--- src/rtl/id_stage.sv ---
// Instruction-decode stage of the 5-stage MIPS pipeline.
// Holds the 32x32 register file, main control decode, immediate extension,
// load-use / branch hazard detection and branch/jump resolution in ID.
// Only the register file is sequential; every other output is combinational
// from the current IF/ID contents and the downstream pipeline-register taps.
module id_stage #(
  parameter int WB_BYPASS = 1
) (
  input  logic        clk,
  input  logic        rst,
  input  logic [31:0] IF_Instr,
  input  logic [31:0] IF_PCPlus4,
  input  logic        EX_MemRead,
  input  logic        EX_RegWrite,
  input  logic [4:0]  EX_RegRt,
  input  logic [4:0]  EX_RegRd,
  input  logic        MEM_MemRead,
  input  logic        MEM_RegWrite,
  input  logic [4:0]  MEM_RegRd,
  input  logic [31:0] MEM_ALUResult,
  input  logic        WB_RegWrite,
  input  logic [4:0]  WB_WriteReg,
  input  logic [31:0] WB_WriteData,
  output logic        ID_MemRead,
  output logic        ID_MemWrite,
  output logic        ID_MemtoReg,
  output logic        ID_RegWrite,
  output logic        ID_ALUSrc,
  output logic [1:0]  ID_ALUOp,
  output logic [31:0] ID_ReadData1,
  output logic [31:0] ID_ReadData2,
  output logic [31:0] ID_InstrExt,
  output logic [4:0]  ID_RegRs,
  output logic [4:0]  ID_RegRt,
  output logic [4:0]  ID_RegRd,
  output logic        Stall,
  output logic        PCSrc,
  output logic [31:0] PCTarget,
  output logic        IF_Flush
);

  localparam logic [5:0] OP_RTYPE = 6'h00;
  localparam logic [5:0] OP_J     = 6'h02;
  localparam logic [5:0] OP_BEQ   = 6'h04;
  localparam logic [5:0] OP_BNE   = 6'h05;
  localparam logic [5:0] OP_ADDI  = 6'h08;
  localparam logic [5:0] OP_ANDI  = 6'h0C;
  localparam logic [5:0] OP_LW    = 6'h23;
  localparam logic [5:0] OP_SW    = 6'h2B;

  // Instruction fields
  logic [5:0]  w_op;
  logic [4:0]  w_rs;
  logic [4:0]  w_rt;
  logic [4:0]  w_rd;
  logic [15:0] w_imm;

  assign w_op  = IF_Instr[31:26];
  assign w_rs  = IF_Instr[25:21];
  assign w_rt  = IF_Instr[20:16];
  assign w_rd  = IF_Instr[15:11];
  assign w_imm = IF_Instr[15:0];

  // Raw decode results, before bubble/reset gating
  logic       w_dec_mem_read;
  logic       w_dec_mem_write;
  logic       w_dec_memto_reg;
  logic       w_dec_reg_write;
  logic       w_dec_alu_src;
  logic [1:0] w_dec_alu_op;
  logic [4:0] w_dest;
  logic       w_uses_rs;
  logic       w_uses_rt;
  logic       w_zero_ext;
  logic       w_is_beq;
  logic       w_is_bne;
  logic       w_is_j;

  // Main control decode: unknown opcodes fall through as a nop with all controls 0
  always_comb begin
    w_dec_mem_read  = 1'b0;
    w_dec_mem_write = 1'b0;
    w_dec_memto_reg = 1'b0;
    w_dec_reg_write = 1'b0;
    w_dec_alu_src   = 1'b0;
    w_dec_alu_op    = 2'b00;
    w_dest          = 5'd0;
    w_uses_rs       = 1'b0;
    w_uses_rt       = 1'b0;
    w_zero_ext      = 1'b0;
    w_is_beq        = 1'b0;
    w_is_bne        = 1'b0;
    w_is_j          = 1'b0;
    case (w_op)
      OP_RTYPE: begin
        w_dec_reg_write = 1'b1;
        w_dec_alu_op    = 2'b10;
        w_dest          = w_rd;
        w_uses_rs       = 1'b1;
        w_uses_rt       = 1'b1;
      end
      OP_LW: begin
        w_dec_mem_read  = 1'b1;
        w_dec_memto_reg = 1'b1;
        w_dec_reg_write = 1'b1;
        w_dec_alu_src   = 1'b1;
        w_dest          = w_rt;
        w_uses_rs       = 1'b1;
      end
      OP_SW: begin
        w_dec_mem_write = 1'b1;
        w_dec_alu_src   = 1'b1;
        w_uses_rs       = 1'b1;
        w_uses_rt       = 1'b1;
      end
      OP_ADDI: begin
        w_dec_reg_write = 1'b1;
        w_dec_alu_src   = 1'b1;
        w_dest          = w_rt;
        w_uses_rs       = 1'b1;
      end
      OP_ANDI: begin
        w_dec_reg_write = 1'b1;
        w_dec_alu_src   = 1'b1;
        w_dec_alu_op    = 2'b11;
        w_dest          = w_rt;
        w_uses_rs       = 1'b1;
        w_zero_ext      = 1'b1;
      end
      OP_BEQ: begin
        w_dec_alu_op = 2'b01;
        w_uses_rs    = 1'b1;
        w_uses_rt    = 1'b1;
        w_is_beq     = 1'b1;
      end
      OP_BNE: begin
        w_dec_alu_op = 2'b01;
        w_uses_rs    = 1'b1;
        w_uses_rt    = 1'b1;
        w_is_bne     = 1'b1;
      end
      OP_J: begin
        w_is_j = 1'b1;
      end
      default: ;
    endcase
  end

  // Immediate extension: andi is the only zero-extending opcode
  logic [31:0] w_sext_imm;
  assign w_sext_imm  = {{16{w_imm[15]}}, w_imm};
  assign ID_InstrExt = w_zero_ext ? {16'd0, w_imm} : w_sext_imm;

  // Register file storage
  logic [31:0] r_regs [0:31];

  // Register file write port; reset clears every entry and beats a WB write
  always_ff @(posedge clk) begin
    if (rst) begin
      for (int i = 0; i < 32; i++) begin
        r_regs[i] <= 32'd0;
      end
    end else if (WB_RegWrite && (WB_WriteReg != 5'd0)) begin
      r_regs[WB_WriteReg] <= WB_WriteData;
    end
  end

  // Read ports: $0 is hardwired, optional same-cycle bypass of the WB write
  logic        w_byp_rs;
  logic        w_byp_rt;
  logic [31:0] w_rf_rs;
  logic [31:0] w_rf_rt;

  assign w_byp_rs = (WB_BYPASS != 0) && WB_RegWrite && (WB_WriteReg == w_rs);
  assign w_byp_rt = (WB_BYPASS != 0) && WB_RegWrite && (WB_WriteReg == w_rt);
  assign w_rf_rs  = (w_rs == 5'd0) ? 32'd0 : (w_byp_rs ? WB_WriteData : r_regs[w_rs]);
  assign w_rf_rt  = (w_rt == 5'd0) ? 32'd0 : (w_byp_rt ? WB_WriteData : r_regs[w_rt]);

  assign ID_ReadData1 = w_rf_rs;
  assign ID_ReadData2 = w_rf_rt;
  assign ID_RegRs     = w_rs;
  assign ID_RegRt     = w_rt;

  // Hazard detection
  logic w_is_branch;
  logic w_load_use;
  logic w_ex_hits;
  logic w_mem_hits;
  logic w_branch_stall;
  logic w_hazard;

  assign w_is_branch = w_is_beq | w_is_bne;

  // A load in EX cannot feed anything this instruction actually reads
  assign w_load_use = EX_MemRead && (EX_RegRt != 5'd0) &&
                      ((w_uses_rs && (EX_RegRt == w_rs)) ||
                       (w_uses_rt && (EX_RegRt == w_rt)));

  // Branches compare in ID, so an ALU result still in EX or a load in MEM is too late
  assign w_ex_hits  = EX_RegWrite && (EX_RegRd != 5'd0) &&
                      ((EX_RegRd == w_rs) || (EX_RegRd == w_rt));
  assign w_mem_hits = MEM_MemRead && (MEM_RegRd != 5'd0) &&
                      ((MEM_RegRd == w_rs) || (MEM_RegRd == w_rt));
  assign w_branch_stall = w_is_branch && (w_ex_hits || w_mem_hits);

  assign w_hazard = w_load_use || w_branch_stall;
  assign Stall    = !rst && w_hazard;

  // Control outputs are bubbled on a stall and held low through reset
  logic w_kill;
  assign w_kill = rst || w_hazard;

  assign ID_MemRead  = w_dec_mem_read  && !w_kill;
  assign ID_MemWrite = w_dec_mem_write && !w_kill;
  assign ID_MemtoReg = w_dec_memto_reg && !w_kill;
  assign ID_RegWrite = w_dec_reg_write && !w_kill;
  assign ID_ALUSrc   = w_dec_alu_src   && !w_kill;
  assign ID_ALUOp    = w_kill ? 2'b00 : w_dec_alu_op;
  assign ID_RegRd    = Stall ? 5'd0 : w_dest;

  // Branch compare operands: an ALU result sitting in EX/MEM overrides the register file
  logic        w_fwd_rs;
  logic        w_fwd_rt;
  logic [31:0] w_cmp_a;
  logic [31:0] w_cmp_b;
  logic        w_equal;
  logic        w_taken;

  assign w_fwd_rs = MEM_RegWrite && !MEM_MemRead && (MEM_RegRd != 5'd0) && (MEM_RegRd == w_rs);
  assign w_fwd_rt = MEM_RegWrite && !MEM_MemRead && (MEM_RegRd != 5'd0) && (MEM_RegRd == w_rt);
  assign w_cmp_a  = w_fwd_rs ? MEM_ALUResult : w_rf_rs;
  assign w_cmp_b  = w_fwd_rt ? MEM_ALUResult : w_rf_rt;
  assign w_equal  = (w_cmp_a == w_cmp_b);
  assign w_taken  = (w_is_beq && w_equal) || (w_is_bne && !w_equal);

  // Target: jump concatenation for j, PC-relative branch formula otherwise
  logic [31:0] w_branch_target;
  logic [31:0] w_jump_target;

  assign w_branch_target = IF_PCPlus4 + {w_sext_imm[29:0], 2'b00};
  assign w_jump_target   = {IF_PCPlus4[31:28], IF_Instr[25:0], 2'b00};
  assign PCTarget        = w_is_j ? w_jump_target : w_branch_target;

  // Redirect and flush the single wrong-path slot in IF/ID
  assign PCSrc    = !rst && !w_hazard && (w_taken || w_is_j);
  assign IF_Flush = PCSrc;

endmodule

--- config.mk ---
export PLATFORM = sky130hd
export DESIGN_NAME = id_stage
export DESIGN_NICKNAME = d
export VERILOG_FILES = /design/src/rtl/id_stage.sv
export SDC_FILE = /design/constraint.sdc
export NUM_CORES = 2
export LEC_CHECK = 0
export CELL_PAD_IN_SITES_DETAIL_PLACEMENT = 2
export CELL_PAD_IN_SITES_GLOBAL_PLACEMENT = 2
export CORE_MARGIN = 2
export CORE_UTILIZATION = 27
export CTS_BUF_LIST = sky130_fd_sc_hd__clkbuf_8
export DETAILED_ROUTE_END_ITERATION = 8
export GPL_TIMING_DRIVEN = 0
export PLACE_DENSITY_LB_ADDON = 0.1
export SLEW_MARGIN = 20
export SYNTH_ARGS = -nofsm -noshare
export SYNTH_HDL_FRONTEND = slang
export SYNTH_SLANG_ARGS = --single-unit
--- constraint.sdc ---
create_clock -name clk -period 12.5 [get_ports clk]
set_clock_uncertainty 0.15 [all_clocks]
set_input_delay 3.75 -clock clk [delete_from_list [all_inputs] [get_ports clk]]
set_output_delay 3.75 -clock clk [all_outputs]
set_load 0.05 [all_outputs]
==> impl_metrics.json <==
{
  "status": "finished with violations",
  "violations": "setup timing",
  "wl_per_cell_um": 51.04,
  "pre_cts_ws_ns": -3.290,
  "synth_seq_area_share": 0.5092,
  "cpMaxStageDelayCell": "clkdlybuf4s50_1",
  "critPathKind": "in2out",
  "ant_nets": 0,
  "hold_path_depth": 2,
  "cts.root.buffer_cell": "clkbuf_8",
  "dr.first_iter.drc_count": 8089,
  "crit_path_end_kind": "output port",
  "gp_congestion": 1.039,
  "slowest_delay_ns": 0.77,
  "grt_pass1_wl_um": 530100,
  "grt_pass1_vias": 48660,
  "yosysTopAreaCellShare": 0.5092,
  "powerDensity_nw_per_um2": 131.5,
  "ios": 308,
  "cp-start-kind": "input port",
  "worstPathCellList": "clkdlybuf4s50_1, nand2_1, nor3_4, clkbuf_2, a32oi_1, buf_4, or3_1, a21oi_1, o32ai_1, a221oi_2, nand4_1, or4_4, a21o_1, a21oi_4, buf_4, buf_6",
  "clkTransAtPathRegs_ns": 0.06,
  "rsz0062_at_grt": "yes",
  "cts_tree": "built",
  "multi_input_comb_area_um2": 28500,
  "synth.avg_cell_area_um2": 13.80,
  "stdcell_count": 8242,
  "synthTopCellsByCount": "and2_1 (1,035), edfxtp_1 (1,024), mux4_2 (485)",
  "initial_core_util": 0.2717,
  "nFillCells": 22830,
  "grt.total_usage": 0.3609,
  "drive_gt1_frac": 0.2772,
  "antenna_found_initial": 60,
  "ff_latch_area_um2": 30750,
  "hpwlAfterDp_um": 304800,
  "synth_edf_count": 1024,
  "period_needed_ns": 12.72,
  "cts_sinks": 1024,
  "critPathArrivalTime_ns": 8.82,
  "met1_usage": 0.4654,
  "period_share": 1.017,
  "synth_warnings": 0,
  "via_per_inst": 6.085,
  "syn_inst": 4376,
  "grt-busiest-layer": "met2",
  "p_leak_nw": 26.60,
  "yosysTopAreaCell": "edfxtp_1",
  "htree_levels": 4,
  "crit_buf_inv": 5,
  "finalWorstSetupSlack_ns": -0.2157,
  "overflow": 0,
  "dieWidth_um": 476.9,
  "synth-seq-cells": 1024,
  "layout.nets": 5268,
  "syn-cell-area_um2": 60390,
  "clockBufferDepth": 3,
  "placedCellCount": 7714,
  "hold_viol": 0,
  "use_met3": 0.1071,
  "die_h_um": 476.9,
  "min_path_type": "in2reg",
  "synthDistinctLibCells": 95,
  "route.detailed.drc": 0,
  "dr.pass1.iters": 6,
  "drv_cap": 0,
  "yosysMostFrequentCell": "and2_1",
  "netlist_top_cells_area": "edfxtp_1 (51%), mux4_2 (18%), and2_1 (11%)",
  "max_freq_mhz": 78.64,
  "grt_max_degree": 33,
  "slew_viol_final": 0,
  "largest_reg_flops": 1024,
  "routed_wl_um": 420700,
  "die_area_um2": 227500,
  "largest-register": "r_regs",
  "cp.required_ns": 8.60,
  "syn2layout_area_growth_pct": 26.02,
  "vdd_drop_max_uv": 131.7,
  "cts_buffers": 200,
  "totalPowerFinal_mw": 10.01,
  "setup_viol": 2,
  "reg_top3": "r_regs: 1024 flops",
  "worst_pin_slew_ns": 1.420,
  "slew_headroom": 0.04953,
  "path_max_fanout": 10,
  "cp_top_family": "simple AND/OR/NAND/NOR gates",
  "cpMostUsedCell": "buf_4",
  "grt_util_met2": 0.5155,
  "path_depth": 16,
  "num_rows": 173,
  "vias": 50160,
  "synth_ff_type": "edfxtp_1",
  "core_area_um2": 222300,
  "synthArstFlopShare": 0,
  "io_buffers": 296,
  "utilization": 0.3423
}
## power breakdown
part	total, mW	switching (mW)	internal [mW]
registers	4.07	0.104	3.97
logic	2.51	1.68	0.828
clock network	3.43	1.78	1.64
total	10.0	3.57	6.44
## stage by stage
stage          hold slack [ns]  TNS, ns  cell area (um2)
6_report                 3.241  -0.3321            76100
5_1_grt                  3.224  -0.1170            76050
4_1_cts                  3.189  -0.1389            74610
3_5_place_dp             4.352   -31.53            68040
3_3_place_gp             4.494   -72.66            67200
2_1_floorplan            3.798        0            60510
## cell type report
type,instances,share of cell area
plain buffers,455,0.05450
flip-flops and latches,1024,0.4041
repair buffers,480,0.06534
inverters,50,0.002532
clock buffers,200,0.03617
clock inverters,161,0.01310
well taps,2975,0.04891
diodes,25,0.0008221
multi-input cells,2872,0.3746
## kinds of logic (layout without fill, tap and decap cells)
kind of cell             count (synthesis)  count (layout)  synth area share
adder cells (fa/ha/maj)                 30              30          0.006340
AND/OR/NAND/NOR                       1604            1604            0.1577
XOR/XNOR                                79              79           0.01146
flip-flops                            1024            1024            0.5092
AO/OA/AOI/OAI                          512             512           0.06145
multiplexers                           615             615            0.2080
buffers and inverters                  511            1346           0.04587
other                                    1              57        0.00006210
## repair_timing
action	CTS	global route
resized for setup	542	115
gates cloned	0	1
pin swaps	23	29
setup buffers	54	93
hold buffers	0	0
setup endpoints to repair	57	3
## path summary, 6_finish.rpt
path                             start             to  slack, ns
worst min-delay path  WB_WriteData[15]  r_regs[7][15]       3.24
worst max-delay path       WB_RegWrite          PCSrc      -0.22
## metal layers
| layer | vias to the layer above | wire [um] |
|---|---|---|
| li1 | 18310 | - |
| met1 | 27200 | 165300 |
| met2 | 3557 | 174300 |
| met3 | 1067 | 45440 |
| met4 | 26 | 35530 |
| met5 | - | 172 |
## cell usage in the layout (no fill, tap or decap), types with 22 or more instances in the layout
cell	n
a21o_1	25
a21oi_1	70
a22o_1	23
a22oi_1	53
and2_1	1033
buf_12	80
buf_16	46
buf_2	29
buf_4	201
buf_6	30
buf_8	22
clkbuf_1	209
clkbuf_8	205
clkdlybuf4s50_1	281
clkinv_1	52
conb_1	32
diode_2	25
edfxtp_1	1024
ha_1	29
inv_1	117
mux2i_1	74
mux4_2	487
nand2_1	127
nand3_1	34
nor2_1	100
nor3_1	26
o21ai_0	60
o22ai_1	40
or2_4	31
xnor2_1	38
xor2_1	41
Note: power is estimated with default switching activity, not from simulation.
